**src/rtl/bf_sweep_ctrl_pkg.sv**
```systemverilog
// Shared state encoding and sweep constants for the Boolean-function sweep sequencer.
package bf_sweep_ctrl_pkg;

  typedef enum logic [1:0] {
    S_IDLE   = 2'd0,
    S_SETTLE = 2'd1,
    S_SAMPLE = 2'd2,
    S_DONE   = 2'd3
  } state_t;

  localparam int         BF_N_VEC    = 8;
  localparam logic [2:0] BF_VEC_LAST = 3'd7;

endpackage

```
**src/rtl/bf_dwell_timer.sv**
```systemverilog
// Loadable down-counter timing the settle phase; expire is high while the count is zero.
module bf_dwell_timer #(
  parameter int DWELL_W = 8
) (
  input  logic               clk,
  input  logic               rst,
  input  logic               load,
  input  logic               en,
  input  logic [DWELL_W-1:0] value,
  output logic               expire
);

  logic [DWELL_W-1:0] cnt_q;

  always_ff @(posedge clk or posedge rst) begin
    if (rst) begin
      cnt_q <= '0;
    end else if (load) begin
      cnt_q <= value;
    end else if (en && (cnt_q != '0)) begin
      cnt_q <= cnt_q - DWELL_W'(1);
    end
  end

  assign expire = (cnt_q == '0);

endmodule

```
**src/rtl/bf_sweep_ctrl.sv**
```systemverilog
// Sweeps all 8 {a,b,c} vectors through a 3-in/2-out datapath and captures d/e truth tables.
// Optional self-check against expected tables is enabled by defining BF_SWEEP_CHECK_EN.
module bf_sweep_ctrl
  import bf_sweep_ctrl_pkg::*;
#(
  parameter int DWELL_W = 8
) (
  input  logic               clk,
  input  logic               rst,
  input  logic               start,
  input  logic               abort,
  input  logic [DWELL_W-1:0] dwell,
  output logic               a,
  output logic               b,
  output logic               c,
  input  logic               d,
  input  logic               e,
  output logic               busy,
  output logic               done,
  output logic [7:0]         res_d,
  output logic [7:0]         res_e
`ifdef BF_SWEEP_CHECK_EN
  ,
  input  logic [7:0]         exp_d,
  input  logic [7:0]         exp_e,
  output logic               pass
`endif
);

  state_t             state_q, state_d;
  logic [2:0]         vec_q, vec_d;
  logic [DWELL_W-1:0] dwell_m1_q;
  logic [DWELL_W-1:0] dwell_m1;
  logic [7:0]         res_d_q, res_e_q;
  logic               tmr_load, tmr_en, tmr_expire;
  logic [DWELL_W-1:0] tmr_val;
  logic               cap, clr;

  // Timer is loaded with D-1 so SETTLE lasts exactly D cycles; dwell of 0 behaves as 1.
  assign dwell_m1 = dwell - DWELL_W'(dwell != '0);

  bf_dwell_timer #(.DWELL_W(DWELL_W)) u_timer (
    .clk    (clk),
    .rst    (rst),
    .load   (tmr_load),
    .en     (tmr_en),
    .value  (tmr_val),
    .expire (tmr_expire)
  );

  always_ff @(posedge clk or posedge rst) begin
    if (rst) begin
      state_q    <= S_IDLE;
      vec_q      <= 3'd0;
      dwell_m1_q <= '0;
    end else begin
      state_q <= state_d;
      vec_q   <= vec_d;
      if (clr) dwell_m1_q <= dwell_m1;
    end
  end

  always_comb begin
    state_d  = state_q;
    vec_d    = vec_q;
    tmr_load = 1'b0;
    tmr_en   = 1'b0;
    tmr_val  = dwell_m1_q;
    cap      = 1'b0;
    clr      = 1'b0;
    case (state_q)
      S_IDLE: begin
        if (start && !abort) begin
          state_d  = S_SETTLE;
          vec_d    = 3'd0;
          tmr_load = 1'b1;
          tmr_val  = dwell_m1;
          clr      = 1'b1;
        end
      end
      S_SETTLE: begin
        if (abort) begin
          state_d = S_IDLE;
          vec_d   = 3'd0;
        end else if (tmr_expire) begin
          state_d = S_SAMPLE;
        end else begin
          tmr_en = 1'b1;
        end
      end
      S_SAMPLE: begin
        if (abort) begin
          state_d = S_IDLE;
          vec_d   = 3'd0;
        end else begin
          cap = 1'b1;
          if (vec_q == BF_VEC_LAST) begin
            state_d = S_DONE;
          end else begin
            state_d  = S_SETTLE;
            vec_d    = vec_q + 3'd1;
            tmr_load = 1'b1;
          end
        end
      end
      S_DONE: begin
        state_d = S_IDLE;
        vec_d   = 3'd0;
      end
      default: state_d = S_IDLE;
    endcase
  end

  always_ff @(posedge clk or posedge rst) begin
    if (rst) begin
      res_d_q <= 8'h00;
      res_e_q <= 8'h00;
    end else if (clr) begin
      res_d_q <= 8'h00;
      res_e_q <= 8'h00;
    end else if (cap) begin
      res_d_q[vec_q] <= d;
      res_e_q[vec_q] <= e;
    end
  end

  assign busy        = (state_q == S_SETTLE) || (state_q == S_SAMPLE);
  assign done        = (state_q == S_DONE);
  assign {a, b, c}   = busy ? vec_q : 3'd0;
  assign res_d       = res_d_q;
  assign res_e       = res_e_q;

`ifdef BF_SWEEP_CHECK_EN
  logic [7:0] exp_d_q, exp_e_q;
  logic       pass_q;

  always_ff @(posedge clk or posedge rst) begin
    if (rst) begin
      exp_d_q <= 8'h00;
      exp_e_q <= 8'h00;
      pass_q  <= 1'b0;
    end else if (clr) begin
      exp_d_q <= exp_d;
      exp_e_q <= exp_e;
      pass_q  <= 1'b0;
    end else if (state_q == S_DONE) begin
      pass_q <= (res_d_q == exp_d_q) && (res_e_q == exp_e_q);
    end
  end

  assign pass = pass_q;
`endif

endmodule

```
**config.mk**
```make
export PLATFORM = sky130hd
export DESIGN_NAME = bf_sweep_ctrl
export DESIGN_NICKNAME = d
export VERILOG_FILES = /design/src/rtl/bf_sweep_ctrl_pkg.sv /design/src/rtl/bf_dwell_timer.sv /design/src/rtl/bf_sweep_ctrl.sv
export SDC_FILE = /design/constraint.sdc
export NUM_CORES = 1
export LEC_CHECK = 0
export ABC_AREA = 1
export CORE_MARGIN = 2
export CORE_UTILIZATION = 30
export CTS_BUF_LIST = sky130_fd_sc_hd__clkbuf_4
export CTS_CLUSTER_DIAMETER = 30
export DETAILED_ROUTE_END_ITERATION = 8
export HOLD_SLACK_MARGIN = 0.15
export RECOVER_POWER = 100
export SYNTH_ARGS = -nofsm -noshare
export SYNTH_HDL_FRONTEND = slang
export SYNTH_HIERARCHICAL = 1
export SYNTH_SLANG_ARGS = --single-unit
```
**constraint.sdc**
```tcl
create_clock -name clk -period 3 [get_ports clk]
set_clock_uncertainty 0.05 [all_clocks]
set_input_delay 0.3 -clock clk [delete_from_list [all_inputs] [get_ports clk]]
set_output_delay 0.3 -clock clk [all_outputs]
set_load 0.005 [all_outputs]
```
==> metrics.md <==
| Metric | Value |
|---|---|
| Status | `finished with violations` |
| Violated checks | `max-capacitance violations, max-slew violations` |
| Pwr Density | `702 nW/um^2` |
| Clock transition at path regs | `about 0.12 ns` |
| IO buf count | `34` |
| Mux contribution to synthesized area | `0%` |
| Post-synth EDFFs | `0` |
| Synth unique cells | `25` |
| Half-perimeter wire length after placement | `3760 um` |
| Vias per cell | `~4.5` |
| Pre-Repair DR Iteration Count | `4` |
| Unrepaired setup endpoints after global routing | `false` |
| Compound-gate portion of the synthesized area | `10.9%` |
| Area leader, netlist | `dfrtp_1` |
| Setup TNS | `0 ns` |
| Critical Path Sink Type | `output pin` |
| Core box area | `around 7300 um^2` |
| Largest net degree at the start of global routing | `30` |
| Final net count | `roughly 380` |
| Htree depth | `2` |
| Main combinational cell family by area after synthesis | `simple AND/OR/NAND/NOR gates` |
| Area occupied by multi-input gates | `about 1100 um^2` |
| Fraction of layout cells with a size suffix above 1 | `around 5.4%` |
| Tcrit/Tclk final | `74.4%` |
| Hold WC Path Type | `input port to async pin` |
| R2r endpoint | `u_timer/cnt_q[7]` |
| Clock Latency Late Sink | `0.36 ns` |
| Area fraction of the dominant cell type after synthesis | `between 40 and 50%` |
| Final Setup Violations | `0` |
| CTS Buf Count | `5` |
| Chip Height | `between 90 and 100 um` |
| Clock sinks | `37` |
| Final hold viol count | `0` |
| Min Tclk post-route | `2.23 ns` |
| Reg2reg start | `state_q[0]` |
| Starting Density | `a little under a third` |
| Post-synthesis simple-gate area fraction | `31.7%` |
| Overall Global Routing Usage | `13.2%` |
| Post-CTS Resized | `0` |
| XOR/XNOR Fraction of Synth Area | `between 1.5 and 2%` |
| Max Cap Violations | `1` |
| Most frequent cell after synthesis | `nand2_1` |
| Ys flop type | `dfrtp_1` |
| Async SR Flop Fraction | `between 90% and 100%` |
| Worst Setup Start Kind | `flip-flop` |
| Ant diodes | `0` |
| TritonCTS clock tree | `yes` |
| Syn Nets | `336` |
| Die width | `91.6 um` |
| Flop2flop setup slack | `approximately 0.87 ns` |
| First-pass GRT wire length | `9130 um` |
| CP Max Fanout | `4` |
| Post-synth top cells | `96 x nand2_1, 47 x inv_1, 37 x dfrtp_1, 31 x o21ai_0, 26 x nand3_1` |
| Dpl cells | `roughly 440` |
| Grt ovf | `0` |
| 1st-iter DRT viols | `99` |
| Worst-Margin Slew | `1.68 ns` |
| Drc violations | `0` |
| I/O Pins | `35` |
| Crit Path Category | `flip-flop to output pin` |
| DR vias | `around 2000` |
| Routed wire length | `around 5000 um` |
| ANT nets after route | `0` |
| VDD IR max | `around 0.23 mV` |
| Mapped Cells | `a little over 300` |
| Initial antenna violation count | `0` |
| Die area | `~8400 um^2` |
| Critical Path RT | `around 2.7 ns` |
| Longest Clk Path Bufs | `2` |
| Sequential cell area | `between 900 and 1000 um^2` |
| Final cell count without fillers | `449` |
| R2R cell count | `8` |
| Crit path launch | `state_q[0]` |
| Post-CTS Hold Buffers | `0` |
| Number of global-route vias before repair | `a little over 2000` |
| Post-CTS Setup Repair Bufs | `0` |
| Synthesis-to-layout area growth | `21.6%` |
| Synth Register Bits | `37` |
| FILL cells | `approximately 760` |
| Syn_area_per_cell | `7.42 um^2` |
| Pleak | `~1.4 nW` |
| Mapped Area | `between 2000 and 2500 um^2` |
| Wire length per cell | `roughly 11 um` |
| CTS root buf | `clkbuf_4` |
| Fmax | `around 450 MHz` |
| Synth area leaders | `dfrtp_1 40%, nand2_1 16%, inv_1 7.7%` |
| Crit path arrival time | `1.88 ns` |
| Register area share after synthesis | `40.2%` |
| Max-slew violation count | `30` |
| Synthesis Warnings | `6` |
| Routability Congestion | `around 0.80` |
| Synth Area in Adders | `6.53%` |
| # rows | `31` |
| Max transition margin | `-11.9%` |
-- power by group --
| group | internal [mW] | switching [mW] | total (mW) |
|---|---|---|---|
| logic | 0.331 | 0.549 | 0.880 |
| clock network | 0.173 | 0.185 | 0.357 |
| registers | 0.626 | 0.101 | 0.727 |
-- worst max path at each step --
stage	to	cells past startpoint	slack [ns]
floorplan	u_timer/cnt_q[1]	9	1.21
global placement	u_timer/cnt_q[4]	15	0.67
detailed placement	u_timer/cnt_q[4]	15	0.62
CTS	b	5	0.80
global route	u_timer/cnt_q[4]	15	0.61
finish	b	5	0.77
-- metrics by stage --
stage	hold slack [ns]	worst slack (ns)	utilization, %	cell area, um^2	power [mW]
after floorplan	0.0657	1.21	-	2300	1.44
after global placement	0.408	0.673	37.6	2760	1.67
after detailed placement	0.412	0.619	37.6	2760	1.69
after CTS	0.166	0.802	38.7	2840	2.05
after global routing	0.336	0.610	38.2	2800	2.16
final	0.304	0.767	38.2	2800	1.96
-- worst max-delay path, stage by stage (launching register included) --
cell           delay (ns)
dfrtp_1              0.43
inv_1                0.10
ha_1                 0.34
nand2_1              0.08
inv_1                0.03
dlygate4sd3_1        0.56
-- layout by cell type (no fill, tap or decap), drive strengths merged, types with 2 or more instances in the layout --
cell           count
clkbuf             7
clkdlybuf4s50     11
clkinv             2
dfrtp             37
dlygate4sd3       23
ha                12
inv               49
nand2            100
nand3             28
nand3b             3
nand4              3
nor2              23
nor3               2
o21ai             42
xnor2              3
-- state kept, by name, indices dropped and copies added, names as in the netlist --
signal / flops
state_q: 2
u_timer/cnt_q: 8
vec_q: 3
res_e: 8
dwell_m1_q: 8
res_d: 8
-- logic make-up after synthesis --
family | after synthesis
DFF | 37
adders and majority gates | 12
AOI/OAI and AO/OA | 43
buffers and inverters | 54
and+or+nand+nor | 160
xor gates and xnor gates | 4
-- layout make-up --
| class | count | area share, % |
|---|---|---|
| clock inverter | 3 | 1.48 |
| inverter | 50 | 6.71 |
| sequential | 37 | 33.1 |
| multi-input combinational | 219 | 40.5 |
| timing repair buffer | 36 | 12.4 |
| clock buffer | 5 | 1.34 |
| tap | 99 | 4.43 |
-- layer usage --
metal	GRT usage, %	wire (um)	up-vias	share of wire (%)
met4	5.56	91	0	1.8
met3	3.24	255	10	5.1
met2	20.9	2240	42	45
met5	0	0	-	0
met1	17.1	2430	921	48
li1	-	-	1048	-
(Power assumes the default switching activity.)
